$ cat config.mk
export PLATFORM = sky130hd
export DESIGN_NAME = can_rx_frame_decoder
export DESIGN_NICKNAME = d
export VERILOG_FILES = /design/src/rtl/can_mac_pkg.sv /design/src/rtl/can_crc15.sv /design/src/rtl/can_rx_frame_decoder.sv
export SDC_FILE = /design/constraint.sdc
export NUM_CORES = 1
export LEC_CHECK = 0
export BUFFER_PORTS_ARGS = -buffer_cell sky130_fd_sc_hd__buf_4
export CAP_MARGIN = 20
export CORE_MARGIN = 5
export CORE_UTILIZATION = 40
export CTS_BUF_LIST = sky130_fd_sc_hd__clkbuf_2 sky130_fd_sc_hd__clkbuf_4 sky130_fd_sc_hd__clkbuf_8
export DETAILED_ROUTE_END_ITERATION = 6
export HOLD_SLACK_MARGIN = 0.03
export SLEW_MARGIN = 20
export SYNTH_ARGS = -nofsm -noshare
export SYNTH_HDL_FRONTEND = slang
export SYNTH_SLANG_ARGS = --single-unit
$ cat constraint.sdc
create_clock -name clock -period 3.5 [get_ports clock]
set_input_delay 0.35 -clock clock [delete_from_list [all_inputs] [get_ports clock]]
set_output_delay 0.35 -clock clock [all_outputs]
set_load 0.01 [all_outputs]
$ cat src/rtl/can_mac_pkg.sv
// rtl/can_mac_pkg.sv - shared CAN MAC types, field widths and CRC-15 step function
package can_mac_pkg;

    typedef enum logic [3:0] {
        ST_IDLE,
        ST_ARB,
        ST_CTRL,
        ST_DATA,
        ST_CRC,
        ST_CRC_DEL,
        ST_ACK,
        ST_ACK_DEL,
        ST_EOF,
        ST_WAIT_IDLE
    } can_rx_state_t;

    localparam logic [14:0] CAN_CRC15_POLY   = 15'h4599;
    localparam int          ID_W             = 11;
    localparam int          DLC_W            = 4;
    localparam int          CRC_W            = 15;
    localparam int          EOF_BITS_DEFAULT = 7;

    // One serial CRC-15 step, MSB-first.
    function automatic logic [CRC_W-1:0] crc15_step(input logic [CRC_W-1:0] crc,
                                                    input logic             b);
        return {crc[CRC_W-2:0], 1'b0} ^ ((b ^ crc[CRC_W-1]) ? CAN_CRC15_POLY : '0);
    endfunction

endpackage

$ cat src/rtl/can_crc15.sv
// rtl/can_crc15.sv - serial CRC-15 register
// Ports: clock, reset (sync, active-high), clear (zero the register),
//        enable (absorb bit_in), bit_in, crc (current remainder).
// clear together with enable seeds the register from zero with bit_in, so a
// frame may start on the very strobe that would otherwise only clear it.
module can_crc15
    import can_mac_pkg::*;
(
    input  logic             clock,
    input  logic             reset,
    input  logic             clear,
    input  logic             enable,
    input  logic             bit_in,
    output logic [CRC_W-1:0] crc
);

    logic [CRC_W-1:0] crc_q;

    always_ff @(posedge clock) begin
        if (reset) begin
            crc_q <= '0;
        end else if (clear) begin
            crc_q <= enable ? crc15_step('0, bit_in) : '0;
        end else if (enable) begin
            crc_q <= crc15_step(crc_q, bit_in);
        end
    end

    assign crc = crc_q;

endmodule

$ cat src/rtl/can_rx_frame_decoder.sv
// rtl/can_rx_frame_decoder.sv - CAN 2.0A receive frame decoder
// Ports: clock, reset (sync, active-high); bit_valid/bit_val destuffed bit
//        stream (0 = dominant); rx_id/rx_rtr/rx_dlc/rx_data decoded fields;
//        frame_valid, crc_error, form_error one-cycle pulses; ack_drive
//        requests a dominant ACK slot; busy is high outside IDLE.
module can_rx_frame_decoder
    import can_mac_pkg::*;
#(
    parameter int MAX_DATA_BYTES = 8,
    parameter int EOF_BITS       = EOF_BITS_DEFAULT,
    parameter int IDLE_BITS      = 7
) (
    input  logic             clock,
    input  logic             reset,
    input  logic             bit_valid,
    input  logic             bit_val,
    output logic [ID_W-1:0]  rx_id,
    output logic             rx_rtr,
    output logic [DLC_W-1:0] rx_dlc,
    output logic [63:0]      rx_data,
    output logic             frame_valid,
    output logic             crc_error,
    output logic             form_error,
    output logic             ack_drive,
    output logic             busy
);

    can_rx_state_t    state_q, state_d;
    logic [6:0]       cnt_q, cnt_d;
    logic [ID_W-1:0]  rx_id_q, rx_id_d;
    logic             rx_rtr_q, rx_rtr_d;
    logic [DLC_W-1:0] rx_dlc_q, rx_dlc_d;
    logic [63:0]      rx_data_q, rx_data_d;
    logic [CRC_W-1:0] rx_crc_q, rx_crc_d;
    logic             crc_ok_q, crc_ok_d;
    logic [3:0]       nbytes_q, nbytes_d;
    logic             frame_valid_q, frame_valid_d;
    logic             crc_error_q, crc_error_d;
    logic             form_error_q, form_error_d;

    logic [CRC_W-1:0] crc_val;
    logic             crc_clear;
    logic             crc_en;
    logic [DLC_W-1:0] dlc_full;
    logic [3:0]       n_next;
    logic [5:0]       data_idx;
    logic [6:0]       data_last;

    can_crc15 u_crc (
        .clock  (clock),
        .reset  (reset),
        .clear  (crc_clear),
        .enable (crc_en),
        .bit_in (bit_val),
        .crc    (crc_val)
    );

    // DLC as it will read once the current (last) DLC bit is shifted in.
    assign dlc_full  = {rx_dlc_q[DLC_W-2:0], bit_val};
    assign n_next    = rx_rtr_q ? 4'd0 :
                       ((int'(dlc_full) > MAX_DATA_BYTES) ? 4'(MAX_DATA_BYTES) : dlc_full);
    // Byte0 arrives first and lands at the top of rx_data.
    assign data_idx  = 6'd63 - cnt_q[5:0];
    assign data_last = {nbytes_q, 3'b000} - 7'd1;

    always_comb begin
        state_d       = state_q;
        cnt_d         = cnt_q;
        rx_id_d       = rx_id_q;
        rx_rtr_d      = rx_rtr_q;
        rx_dlc_d      = rx_dlc_q;
        rx_data_d     = rx_data_q;
        rx_crc_d      = rx_crc_q;
        crc_ok_d      = crc_ok_q;
        nbytes_d      = nbytes_q;
        frame_valid_d = 1'b0;
        crc_error_d   = 1'b0;
        form_error_d  = 1'b0;
        crc_clear     = (state_q == ST_IDLE);
        crc_en        = 1'b0;

        if (bit_valid) begin
            cnt_d = cnt_q + 7'd1;
            unique case (state_q)
                ST_IDLE: begin
                    cnt_d = '0;
                    if (!bit_val) begin
                        state_d   = ST_ARB;
                        crc_en    = 1'b1;
                        rx_id_d   = '0;
                        rx_rtr_d  = 1'b0;
                        rx_dlc_d  = '0;
                        rx_data_d = '0;
                        rx_crc_d  = '0;
                        crc_ok_d  = 1'b0;
                        nbytes_d  = '0;
                    end
                end
                ST_ARB: begin
                    crc_en = 1'b1;
                    if (cnt_q < 7'd11) begin
                        rx_id_d = {rx_id_q[ID_W-2:0], bit_val};
                    end else begin
                        rx_rtr_d = bit_val;
                        state_d  = ST_CTRL;
                        cnt_d    = '0;
                    end
                end
                ST_CTRL: begin
                    crc_en = 1'b1;
                    if (cnt_q == 7'd0 && bit_val) begin
                        form_error_d = 1'b1;
                        state_d      = ST_WAIT_IDLE;
                        cnt_d        = '0;
                    end else if (cnt_q >= 7'd2) begin
                        rx_dlc_d = dlc_full;
                        if (cnt_q == 7'd5) begin
                            nbytes_d = n_next;
                            state_d  = (n_next != 4'd0) ? ST_DATA : ST_CRC;
                            cnt_d    = '0;
                        end
                    end
                end
                ST_DATA: begin
                    crc_en              = 1'b1;
                    rx_data_d[data_idx] = bit_val;
                    if (cnt_q == data_last) begin
                        state_d = ST_CRC;
                        cnt_d   = '0;
                    end
                end
                ST_CRC: begin
                    rx_crc_d = {rx_crc_q[CRC_W-2:0], bit_val};
                    if (cnt_q == 7'd14) begin
                        crc_ok_d = ({rx_crc_q[CRC_W-2:0], bit_val} == crc_val);
                        state_d  = ST_CRC_DEL;
                        cnt_d    = '0;
                    end
                end
                ST_CRC_DEL: begin
                    cnt_d = '0;
                    if (!bit_val) begin
                        form_error_d = 1'b1;
                        state_d      = ST_WAIT_IDLE;
                    end else begin
                        state_d = ST_ACK;
                    end
                end
                ST_ACK: begin
                    cnt_d   = '0;
                    state_d = ST_ACK_DEL;
                end
                ST_ACK_DEL: begin
                    cnt_d = '0;
                    if (!bit_val) begin
                        form_error_d = 1'b1;
                        state_d      = ST_WAIT_IDLE;
                    end else if (!crc_ok_q) begin
                        crc_error_d = 1'b1;
                        state_d     = ST_WAIT_IDLE;
                    end else begin
                        state_d = ST_EOF;
                    end
                end
                ST_EOF: begin
                    if (!bit_val) begin
                        form_error_d = 1'b1;
                        state_d      = ST_WAIT_IDLE;
                        cnt_d        = '0;
                    end else if (cnt_q == 7'(EOF_BITS - 1)) begin
                        frame_valid_d = 1'b1;
                        state_d       = ST_IDLE;
                        cnt_d         = '0;
                    end
                end
                ST_WAIT_IDLE: begin
                    if (!bit_val) begin
                        cnt_d = '0;
                    end else if (cnt_q == 7'(IDLE_BITS - 1)) begin
                        state_d = ST_IDLE;
                        cnt_d   = '0;
                    end
                end
                default: begin
                    state_d = ST_IDLE;
                    cnt_d   = '0;
                end
            endcase
        end
    end

    always_ff @(posedge clock) begin
        if (reset) begin
            state_q       <= ST_IDLE;
            cnt_q         <= '0;
            rx_id_q       <= '0;
            rx_rtr_q      <= 1'b0;
            rx_dlc_q      <= '0;
            rx_data_q     <= '0;
            rx_crc_q      <= '0;
            crc_ok_q      <= 1'b0;
            nbytes_q      <= '0;
            frame_valid_q <= 1'b0;
            crc_error_q   <= 1'b0;
            form_error_q  <= 1'b0;
        end else begin
            state_q       <= state_d;
            cnt_q         <= cnt_d;
            rx_id_q       <= rx_id_d;
            rx_rtr_q      <= rx_rtr_d;
            rx_dlc_q      <= rx_dlc_d;
            rx_data_q     <= rx_data_d;
            rx_crc_q      <= rx_crc_d;
            crc_ok_q      <= crc_ok_d;
            nbytes_q      <= nbytes_d;
            frame_valid_q <= frame_valid_d;
            crc_error_q   <= crc_error_d;
            form_error_q  <= form_error_d;
        end
    end

    assign rx_id       = rx_id_q;
    assign rx_rtr      = rx_rtr_q;
    assign rx_dlc      = rx_dlc_q;
    assign rx_data     = rx_data_q;
    assign frame_valid = frame_valid_q;
    assign crc_error   = crc_error_q;
    assign form_error  = form_error_q;
    assign ack_drive   = (state_q == ST_ACK) && crc_ok_q;
    assign busy        = (state_q != ST_IDLE);

endmodule

==> Yosys cells after proc, flatten, opt, wreduce, memory -nomap -nowiden <==
Cells that the tools add are included.
{ "word_totals": {"regBits": 128, "latch_bits": 0, "ramBits": 0, "mem_bits_ro": 0, "inputBits": 4, "out_inout_bits": 85, "elab_cells": 139, "mem_count": 0} }
{ "op_classes": {"addsub": 3, "multipliers": 0, "div": 0, "n_lt_le_gt_ge": 5, "n_eq_ne": 25, "shifts": 0, "muxes": 61, "n_bitwise": 6, "reduce_logical": 26} }
{ "op_table": {"columns": ["cell", "count"], "rows": [
  ["$pmux W64 S2", 1],
  ["$mux W4", 19],
  ["$mux W15", 5],
  ["$bwmux W64", 1],
  ["$mux W64", 1],
  ["$mux W7", 8],
  ["$pmux W4 S10", 1],
  ["$pmux W7 S5", 1],
  ["$pmux W14 S2", 1],
  ["$mux W11", 2],
  ["$pmux W11 S2", 1],
  ["$ne A2 B2 Y1 const B", 9],
  ["$eq A4 B3 Y1 const B", 4],
  ["$pmux W4 S2", 2],
  ["$eq A15 B15 Y1", 1],
  ["$xor A15 B15 Y15", 1],
  ["$eq A7 B3 Y1 const B", 2],
  ["$mux W14", 1],
  ["$reduce_and A4 Y1", 3],
  ["$mux W1", 11],
  ["$reduce_bool A2 Y1", 5],
  ["$eq A4 B2 Y1 const B", 2],
  ["$eq A4 B4 Y1 const B", 2],
  ["$pmux W1 S2", 4],
  ["other kinds (27)", 38]
]} }

==> Depth between registers and ports, before layout <==
Gate-level depths: netlist of the first run.
{ "depth": {"ltp_word": 9, "mapped_depth": 9, "ltp_nobuf": 8} }

==> Cells and area by module <==
A second synthesis of the first run with hierarchy kept.
{ "hier_totals": {"hier_cells": 802, "area_unflattened_um2": 6333.6} }
{ "modules_own_cells": {"columns": ["mod", "n_inst", "cells_per_inst", "area_each_um2", "seq_area_each_um2"], "rows": [
  ["can_rx_frame_decoder", 1, 727, 5592.9, 2262.2],
  ["can_crc15", 1, 75, 740.7, 300.3]
]} }

==> Worst setup path before layout of the first run <==
OpenSTA, ideal clock, no wires.
{ "synth_path": {"path_kind": "reg2reg", "startpoint": "register cnt_q[6]", "endpoint": "register rx_id_q[0] (netlist: rx_id[0])", "setup_time_ns": 0.128, "arrival_time_ns": 1.904, "required_time_ns": 3.372, "slack_ns": 1.468, "stages_incl_launch_ff": 9, "period_less_slack_ns": 2.032, "path_cell_list": "dfxtp_1 > clkbuf_1 > or3_1 > a21oi_1 > nor2_1 > or4_1 > buf_2 > a22oi_1 > nor2_1"} }
{ "synth_via": {"elab_chain_cells": 3} }
{ "synth_lines": {"columns": ["element", "line", "text"], "rows": [
  ["start: declaration", "can_rx_frame_decoder.sv:29", "logic [6:0] cnt_q, cnt_d;"],
  ["start signal: assignment", "can_rx_frame_decoder.sv:208", "cnt_q <= cnt_d;"],
  ["$lt A7 B4 Y1", "can_rx_frame_decoder.sv:101", "if (cnt_q < 7'd11) begin"],
  ["$ne A2 B2 Y1 (no source line)", null, null],
  ["$reduce_and A4 Y1 (no source line)", null, null],
  ["end signal: assignment", "can_rx_frame_decoder.sv:209", "rx_id_q <= rx_id_d;"],
  ["end: declaration", "can_rx_frame_decoder.sv:30", "logic [ID_W-1:0] rx_id_q, rx_id_d;"]
]} }
Every way passes these cells.
A chain may end at the register's enable or synchronous reset.

==> Final worst setup path of the first run <==
{ "layout_path": {"startpoint": "register cnt_q[3]", "endpoint": "register cnt_q[3]"} }
{ "layout_via": {"elab_chain_cells": 5, "elab_cells_between_ends": 18} }
{ "layout_lines": {"columns": ["element", "line", "text"], "rows": [
  ["$add A7 B1 Y7 or $eq A7 B3 Y1 (tied branches)", "can_rx_frame_decoder.sv:83, can_rx_frame_decoder.sv:117", null],
  ["$mux W7", "can_rx_frame_decoder.sv:117", "if (cnt_q == 7'd5) begin"],
  ["$mux W7", "can_rx_frame_decoder.sv:115", "end else if (cnt_q >= 7'd2) begin"],
  ["$mux W7", "can_rx_frame_decoder.sv:111", "if (cnt_q == 7'd0 && bit_val) begin"],
  ["$pmux W7 S5 *", "can_rx_frame_decoder.sv:84", "unique case (state_q)"]
]} }
Every way passes the cells marked *; elsewhere a longest branch is shown, timed or not.

==> flow_summary_export.csv, run 1 <==
group,metric,value,unit
status,outcome,"finished, final reports clean",
routing,drc_errors,0,
placed_design,dp_slack,847.4,ps
layout,area_growth,18.73,%
global_routing,grt_pass1_wl,28.95,mm
layout,fill_cells,1451,
sta,worst_slew_pin_slew,1026,ps
critical_path,reg2reg_setup_slack,950,ps
worst_hold_path,holdPathStages,2,
layout,diodes,0,
power_and_ir_drop,powerDensity,403.1,mW/mm2
power_and_ir_drop,cell_internal_pwr,2158,uW
power_and_ir_drop,ir_drop,0.2104,mV
sta,fin_ws,952.2,ps
synth,syn-num-nets,782,
layout,stdcell_count,1024,
synth,synth_area,0.006092,mm2
sta,slew_violations,0,
layout,register_area,0.002562,mm2
routing,first_iter_violations,580,
flow_run,drv_cap,0,
worst_hold_path,hp-class,"input port to flop",
clocking,hold_buffers,0,
floorplanning,rows,45,
layout,final_cell_mix,"a21oi_1, dfxtp_1, buf_4",
layout,multi_input_area,0.003272,mm2
routing,vias,5819,
placed_design,gp_congestion,0.8398,
power_and_ir_drop,switching_share,0.2600,
clocking,cts_setup_buffers,0,
floorplanning,dieArea,0.01780,mm2
floorplanning,start_util,0.4037,
synth,avgSynthCellArea,7.881,um2
critical_path,critPathMaxFanout,17,
sta,finalHoldViolCount,0,
critical_path,crit_chain,"nor3b_2 > a31o_2 > o2bb2ai_1 > nand3_2 > a32oi_1 > o31ai_1",
critical_path,end_kind,"flop",
critical_path,cpPeakStageDelay,730,ps
synth,syn_inst,773,
floorplanning,die_height,133.4,um
routing,firstDrtPassIters,5,
sta,relSlewSlack,0.3131,
placed_design,dp_hpwl,11.89,mm
global_routing,first_global_vias,5470,
routing,wl_met1,8.467,mm
placed_design,place_inst,993,
power_and_ir_drop,clock_power_share,0.417,
critical_path,path_class,"flop to flop",
synth,yosysSeqAreaShare,0.4206,
power_and_ir_drop,seqPwrFrac,0.508,
worst_hold_path,min_from,"bit_valid",
global_routing,grt_max_degree,69,
sta,fin_skew,10.56,ps
sta,period_needed,2548,ps
layout,drive_above_1_share,0.1818,
routing,routed_wirelength,17.80,mm
worst_hold_path,hold_end,"cnt_q[5]",
clocking,clock-sinks,128,
layout,layout_commonest_cell,"a21oi_1",
synth,synth-seq-cells,128,
routing,ant_nets,0,
sta,setup_viol,0,
power_and_ir_drop,p_sw,757.9,uW
critical_path,slowest_stage,"dfxtp_1",
critical_path,critPathArrivalTime,2870,ps
global_routing,grt_antenna_before_repair,0,
critical_path,r2r-end,"cnt_q[3]",
synth,synth_edf_count,0,
critical_path,required,3830,ps
global_routing,track_usage,0.1989,
floorplanning,core_area,0.01509,mm2
clocking,htreeDepth,4,
routing,wl_per_cell,17.38,um
clocking,cts.repair.resized,0,
clocking,cts_tree,"yes",
routing,routed-wl-met3,1.053,mm
synth,synth.distinct_cells,58,
power_and_ir_drop,p_leak,0.002865,uW
global_routing,grt_overflow,0,
floorplanning,die_w,133.4,um
critical_path,reg2reg_depth,6,
power_and_ir_drop,p_comb_frac,0.075,
clocking,cts_buffers,17,
synth,ys.flop_type,"dfxtp_1",
routing,top_layer_used,"met4",
sta,rsz0062_at_grt,"no",
critical_path,critPathLaunchType,"flop",
sta,period_share,0.7279,
layout,layout.nets,833,
sta,holdWs,292.2,ps
power_and_ir_drop,total_power,2915,uW
routing,viasPerCell,5.683,
synth,ys_warn_count,0,
critical_path,rr_startpoint,"cnt_q[3]",
clocking,clkTransAtPathRegs,70,ps
sta,fin_tns_setup,0,ps
synth,async_flop_share,0,
floorplanning,io_pins,89,
placed_design,port_buffers,88,
sta,fmax,392.5,MHz
clocking,worstSkewPairLatency,450,ps
clocking,cts_buffer_depth,2,
clocking,cts-root-buf,"clkbuf_8",
routing,route.met2.wl,7.983,mm
[worst max path at each step]
stage,start,endpoint,slack [ps]
detailed placement,state_q[2],cnt_q[2],850
global placement,cnt_q[3],cnt_q[3],1000
finish,cnt_q[3],cnt_q[3],950
CTS,state_q[2],cnt_q[2],820
global route,state_q[0],rx_data[38],740
floorplan,cnt_q[6],rx_id[0],1470
[registers in the layout, summed over array words and instances, names as in the netlist]
| name | count |
|---|---|
| nbytes_q | 4 |
| crc_ok_q | 1 |
| form_error | 1 |
| rx_data | 64 |
| rx_dlc | 4 |
| u_crc.crc | 15 |
| rx_crc_q | 14 |
| frame_valid | 1 |
| cnt_q | 7 |
| state_q | 4 |
| rx_id | 11 |
| rx_rtr | 1 |
| crc_error | 1 |
[metal layers]
metal,global-route usage,up-vias
met3,0.05665,25
li1,-,2858
met5,0,-
met4,0.06000,0
met2,0.3011,188
met1,0.2759,2748
[power by group through the flow]
stage	Combinational (uW)	Sequential, uW	Clock (uW)
after floorplan	165	1500	0
after global placement	208	1510	0
after global routing	243	1480	1310
after CTS	218	1480	1250
after detailed placement	217	1510	0
final	220	1480	1220
[layout make-up]
class                   count  area share
inverters                  11    0.005708
repair buffers             97      0.1034
multi-input cells         569      0.4523
flip-flops and latches    128      0.3543
clock inverters             9     0.01159
clock buffers              22     0.04013
well taps                 188     0.03252
[worst max-delay path: cells and delay by family, from the launching register on]
kind	cells	cell delay, ps
compound gates	4	810
flops	1	730
simple gates	2	880
[synthesized netlist by cell type (2+ instances only)]
cell type	number	area, um2
a32oi_1	2	17.52
o2111ai_1	2	17.52
nor2b_1	5	31.28
buf_1	7	26.28
or4b_1	4	40.04
or2_2	3	18.77
o21ai_1	4	20.02
xor2_1	23	201.4
nand4_1	5	31.28
a211oi_1	2	15.01
nand3_2	3	30.03
a21oi_1	136	680.7
buf_2	4	20.02
a22o_1	12	105.1
a31oi_1	7	43.79
clkbuf_1	53	198.9
nand2_1	79	296.5
nor4_1	7	43.79
o2bb2ai_1	2	17.52
a21o_1	2	15.01
and2_1	5	31.28
nor3_1	16	80.08
nor4b_1	2	17.52
or3_1	3	18.77
nor3_2	4	40.04
ha_1	5	62.56
and3_1	7	43.79
inv_1	11	41.29
nor2_1	70	262.8
dfxtp_1	128	2562
mux2i_1	8	80.08
xnor2_1	6	52.55
nand3_1	15	75.07
nor4_2	3	37.54
a22oi_1	26	195.2
o21ai_0	69	345.3
nand2b_1	11	68.82
o32ai_1	2	17.52
[cell families (layout without fill, tap and decap cells)]
kind of cell,after synthesis,count (layout),synth area share
flip-flops,128,128,0.4206
adder cells (fa/ha/maj),5,5,0.01027
AND/OR/NAND/NOR,249,249,0.2025
multiplexers,8,8,0.01314
buffers and inverters,76,139,0.04888
AO/OA/AOI/OAI,278,278,0.2629
XOR/XNOR,29,29,0.04169
[per-stage QoR]
step | instance area [um2] | util
2_1_floorplan | 6092 | -
3_3_place_gp | 6823 | 0.4522
3_5_place_dp | 6850 | 0.4540
4_1_cts | 7224 | 0.4788
5_1_grt | 7233 | 0.4794
6_report | 7233 | 0.4794
No activity file was read; power rests on OpenSTA's default activity.
==> run 2: changes to the inputs <==
Clock period 3.5 ns to 2.2 ns, I/O delays scaled along.
==> run 2 against run 1 <==
Via count rose by 4.2%. Combinational power grew 80%. Worst setup slack lost 830 ps. Non-clock buffer count up 40. Maximum frequency grew 23%. Largest cell class unchanged. Global-route usage shrank 0.16 points. Register-to-register slack lost 830 ps.
==> flow_summary_export.csv, run 2 (synthesis gave the netlist of run 1 again) <==
group,metric,value,unit
status,outcome,"finished, final reports clean",
critical_path,required,2510,ps
routing,firstDrtPassIters,6,
flow_run,drv_cap,0,
power_and_ir_drop,p_sw,1134,uW
global_routing,grt_overflow,0,
clocking,cts.repair.resized,0,
sta,period_needed,2076,ps
global_routing,grt_antenna_before_repair,0,
worst_hold_path,hp-class,"input port to flop",
routing,drc_errors,0,
clocking,clock-sinks,128,
global_routing,track_usage,0.1973,
routing,first_iter_violations,452,
sta,fmax,481.6,MHz
layout,drive_above_1_share,0.2274,
routing,ant_nets,0,
clocking,hold_buffers,0,
clocking,cts_setup_buffers,0,
critical_path,critPathMaxFanout,13,
layout,largest_reg_flops,64,
sta,fin_skew,6.252,ps
placed_design,dp_hpwl,12.38,mm
power_and_ir_drop,ir_drop,0.3353,mV
layout,layout.nets,873,
floorplanning,start_util,0.4037,
critical_path,path_class,"flop to flop",
clocking,cts-root-buf,"clkbuf_8",
power_and_ir_drop,switching_share,0.2402,
critical_path,critPathLaunch,"state_q[3]",
floorplanning,die_height,133.4,um
power_and_ir_drop,seqPwrFrac,0.496,
clocking,htreeDepth,4,
routing,vias,6064,
floorplanning,rows,45,
sta,worst_slew_pin_slew,1011,ps
layout,diodes,0,
global_routing,grt_max_degree,65,
critical_path,crit_chain,"or4b_1 > a211oi_1 > o2bb2ai_2 > nand3_2 > mux2i_1 > nor2_1",
power_and_ir_drop,p_comb_frac,0.084,
clocking,cts_buffers,17,
clocking,cts_tree,"yes",
layout,final_cell_mix,"a21oi_1, buf_4, dfxtp_1",
sta,finalHoldViolCount,0,
placed_design,gp_congestion,0.9073,
clocking,clkTransAtPathRegs,70,ps
clocking,worstSkewPairLatency,430,ps
clocking,cts_buffer_depth,2,
placed_design,place_inst,1033,
routing,wl_per_cell,16.76,um
critical_path,end_kind,"flop",
critical_path,rr_startpoint,"state_q[3]",
global_routing,first_global_vias,5796,
critical_path,critPathArrivalTime,2390,ps
floorplanning,io_pins,89,
routing,routed_wirelength,17.82,mm
routing,viasPerCell,5.705,
power_and_ir_drop,powerDensity,623.0,mW/mm2
critical_path,critPathLaunchType,"flop",
layout,area_growth,24.38,%
layout,stdcell_count,1063,
sta,rsz0062_at_grt,"no",
worst_hold_path,min_from,"reset",
floorplanning,core_area,0.01509,mm2
sta,period_share,0.9438,
sta,fin_tns_setup,0,ps
global_routing,grt_pass1_wl,28.96,mm
critical_path,cpPeakStageDelay,580,ps
floorplanning,dieArea,0.01780,mm2
sta,relSlewSlack,0.3226,
sta,slew_violations,0,
power_and_ir_drop,cell_internal_pwr,3587,uW
floorplanning,die_w,133.4,um
critical_path,path_delay_family,"simple AND/OR/NAND/NOR gates",
placed_design,port_buffers,88,
sta,setup_viol,0,
critical_path,slowest_stage,"or4b_1",
power_and_ir_drop,p_leak,0.003094,uW
power_and_ir_drop,clock_power_share,0.420,
critical_path,critPathBufInv,0,
[run 2: cell types whose count changed in the layout (fill, tap and decap cells not counted), moves of 2 or more]
cell	before	now
buf_4	96	135
clkbuf_4	2	4
clkinv_4	2	0
o2bb2ai_2	0	2
o2bb2ai_1	2	0
[run 2: worst paths after layout]
kind	cells after the start	slack, ps	end
max	6	120	state_q[1]
min	2	170	state_q[2]
max reg2reg	6	120	state_q[1]
min reg2reg	2	470	rx_data[27]
[run 2: area by class of cell]
| cell class | count | area, um2 |
|---|---|---|
| Inverter | 11 | 41.29 |
| Tap cell | 188 | 235.2 |
| Clock buffer | 24 | 305.3 |
| Multi-Input combinational cell | 569 | 3304 |
| Timing Repair Buffer | 137 | 1045 |
| Sequential cell | 128 | 2564 |
| Fill cell | 1464 | 7512 |
| Clock inverter | 6 | 82.58 |
[run 2: power by group through the flow]
stage	logic (uW)	clock network (uW)	registers, uW
finish	395	1980	2340
global route	434	2140	2340
CTS	385	2040	2340
detailed placement	383	0	2390
global placement	378	0	2390
floorplan	262	0	2390
[run 2: stage by stage]
stage	hold WS [ps]	instance area, um2	total power (uW)	setup WS, ps	util
final	169.1	7577	4721	123.7	0.5022
after global routing	161.1	7577	4921	7.506	0.5022
after CTS	142.1	7531	4766	61.37	0.4991
after detailed placement	465.9	7143	2777	78.19	0.4734
after global placement	458.1	7143	2772	136.3	0.4734
after floorplan	426.6	6092	2651	168.1	-
[run 2: routing by layer]
metal | global-route usage | part of all wire | wire (um)
met5 | 0 | 0 | 0
met4 | 0.07829 | 0.020 | 363
met3 | 0.05136 | 0.063 | 1125
met2 | 0.3129 | 0.48 | 8503
met1 | 0.2572 | 0.44 | 7823
==> run 3: changes to the inputs <==
Settings changed: PLACE_DENSITY set to 0.72.
==> run 3 against run 2 <==
Non-clock buffer count rose by 4. Clock power rose by 7%. Maximum frequency rose by 0.74%. Critical path type unchanged.
==> flow_summary_export.csv, run 3 (synthesis gave the netlist of run 1 again) <==
group,metric,value,unit
sta,slew_violations,0,
floorplanning,start_util,0.4037,
clocking,clkTransAtPathRegs,80,ps
critical_path,crit_top_cell,"xnor2_1",
clocking,clock-sinks,128,
worst_hold_path,hp-class,"input port to flop",
placed_design,port_buffers,88,
routing,routed_wirelength,17.48,mm
global_routing,grt_max_degree,48,
critical_path,critPathArrivalTime,2380,ps
layout,largest_reg_flops,64,
sta,worst_slew_pin_slew,608.3,ps
sta,fin_skew,11.46,ps
routing,route.met2.wl,8.064,mm
power_and_ir_drop,ir_drop,0.5090,mV
layout,layout.nets,877,
global_routing,grt_pass1_wl,28.31,mm
flow_run,drv_cap,0,
routing,top_layer_used,"met4",
layout,fill_cells,1434,
routing,firstDrtPassIters,5,
floorplanning,die_height,133.4,um
critical_path,end_kind,"flop",
clocking,cts_setup_buffers,0,
floorplanning,io_pins,89,
routing,vias,6001,
global_routing,grt_antenna_before_repair,0,
routing,drc_errors,0,
critical_path,path_class,"flop to flop",
clocking,cts.repair.resized,0,
sta,finalHoldViolCount,0,
layout,layout_commonest_cell,"buf_4",
layout,drive_above_1_share,0.2281,
placed_design,gp_congestion,0.8895,
floorplanning,core_area,0.01509,mm2
critical_path,slowest_stage,"dfxtp_1",
routing,first_iter_violations,417,
global_routing,grt_overflow,0,
routing,ant_nets,0,
layout,area_growth,25.12,%
routing,wl_met1,8.056,mm
power_and_ir_drop,total_power,4850,uW
global_routing,track_usage,0.1921,
clocking,worstSkewPairLatency,440,ps
sta,setup_viol,0,
critical_path,critPathLaunchType,"flop",
layout,fin_util,0.5051,
critical_path,crit_chain,"inv_1 > ha_1 > xnor2_1 > xnor2_1 > o41ai_1 > buf_4 > nand3_2 > a32oi_1 > o31ai_1",
routing,wl_per_cell,16.35,um
layout,diodes,0,
status,outcome,"finished, final reports clean",
sta,fmax,485.2,MHz
floorplanning,die_w,133.4,um
sta,fin_tns_setup,0,ps
critical_path,critPathMaxFanout,7,
sta,relSlewSlack,0.5932,
floorplanning,dieArea,0.01780,mm2
sta,period_needed,2061,ps
clocking,cts-root-buf,"clkbuf_8",
clocking,cts_buffer_depth,2,
critical_path,cpPeakStageDelay,390,ps
clocking,cts_buffers,17,
sta,holdWs,138.4,ps
clocking,hold_buffers,0,
power_and_ir_drop,powerDensity,636.3,mW/mm2
layout,final_cell_mix,"buf_4, a21oi_1, dfxtp_1",
clocking,htreeDepth,4,
power_and_ir_drop,p_leak,0.003113,uW
floorplanning,rows,45,
clocking,cts_tree,"yes",
sta,period_share,0.9369,
global_routing,first_global_vias,5673,
placed_design,dp_hpwl,11.94,mm
critical_path,required,2520,ps
routing,viasPerCell,5.614,
sta,rsz0062_at_grt,"no",
routing,routed-wl-met3,930,um
==> run 3: cell count changes in the layout (fill, tap and decap cells not counted), sizes merged <==
cell	before	now
inv	11	15
clkinv	3	4
clkinvlp	1	3
buf	137	141
clkbuf	24	19
==> run 3: final timing paths <==
| check | start | end | slack [ps] | depth (start not counted) |
|---|---|---|---|---|
| worst max-delay path | nbytes_q[0] | cnt_q[3] | 140 | 9 |
| worst min register to register | rx_data[44] | rx_data[44] | 470 | 2 |
| worst max register to register | nbytes_q[0] | cnt_q[3] | 140 | 9 |
| worst min-delay path | bit_val | crc_error | 140 | 3 |
==> run 3: routing by layer <==
| metal | up-vias | GRT usage |
|---|---|---|
| li1 | 2948 | - |
| met1 | 2829 | 0.2550 |
| met2 | 191 | 0.3047 |
| met3 | 33 | 0.04267 |
| met4 | 0 | 0.07600 |
| met5 | - | 0 |
==> run 3: final cells by class <==
class / count / area [um2] / share of cell area
tap: 188 / 235.2 / 0.03086
multi-input combinational: 569 / 3286 / 0.4311
clock inverter: 13 / 151.4 / 0.01986
sequential: 128 / 2564 / 0.3363
clock buffer: 19 / 261.5 / 0.03431
timing repair buffer: 141 / 1084 / 0.1422
inverter: 11 / 41.29 / 0.005417
==> run 3: report_power, final <==
group,switching (uW),internal [uW]
clock,1020,1090
sequential,15.8,2330
combinational,268,132
==> run 3: critical path, delay by kind of cell (launching register included) <==
family	cells	cell delay [ps]
AOI/OAI and AO/OA	3	660
DFF	1	390
xor gates and xnor gates	2	300
buffers and inverters	2	240
adders and majority gates	1	200
and+or+nand+nor	1	150
==> run 3: through the flow <==
| step | instance area (um2) | worst slack [ps] | std cells |
|---|---|---|---|
| 3_3_place_gp | 7187 | 116.9 | 1037 |
| 5_1_grt | 7622 | 1.433 | 1069 |
| 6_report | 7622 | 138.9 | 1069 |
| 2_1_floorplan | 6092 | 168.1 | 773 |
| 3_5_place_dp | 7187 | 84.97 | 1037 |
| 4_1_cts | 7600 | 66.82 | 1069 |
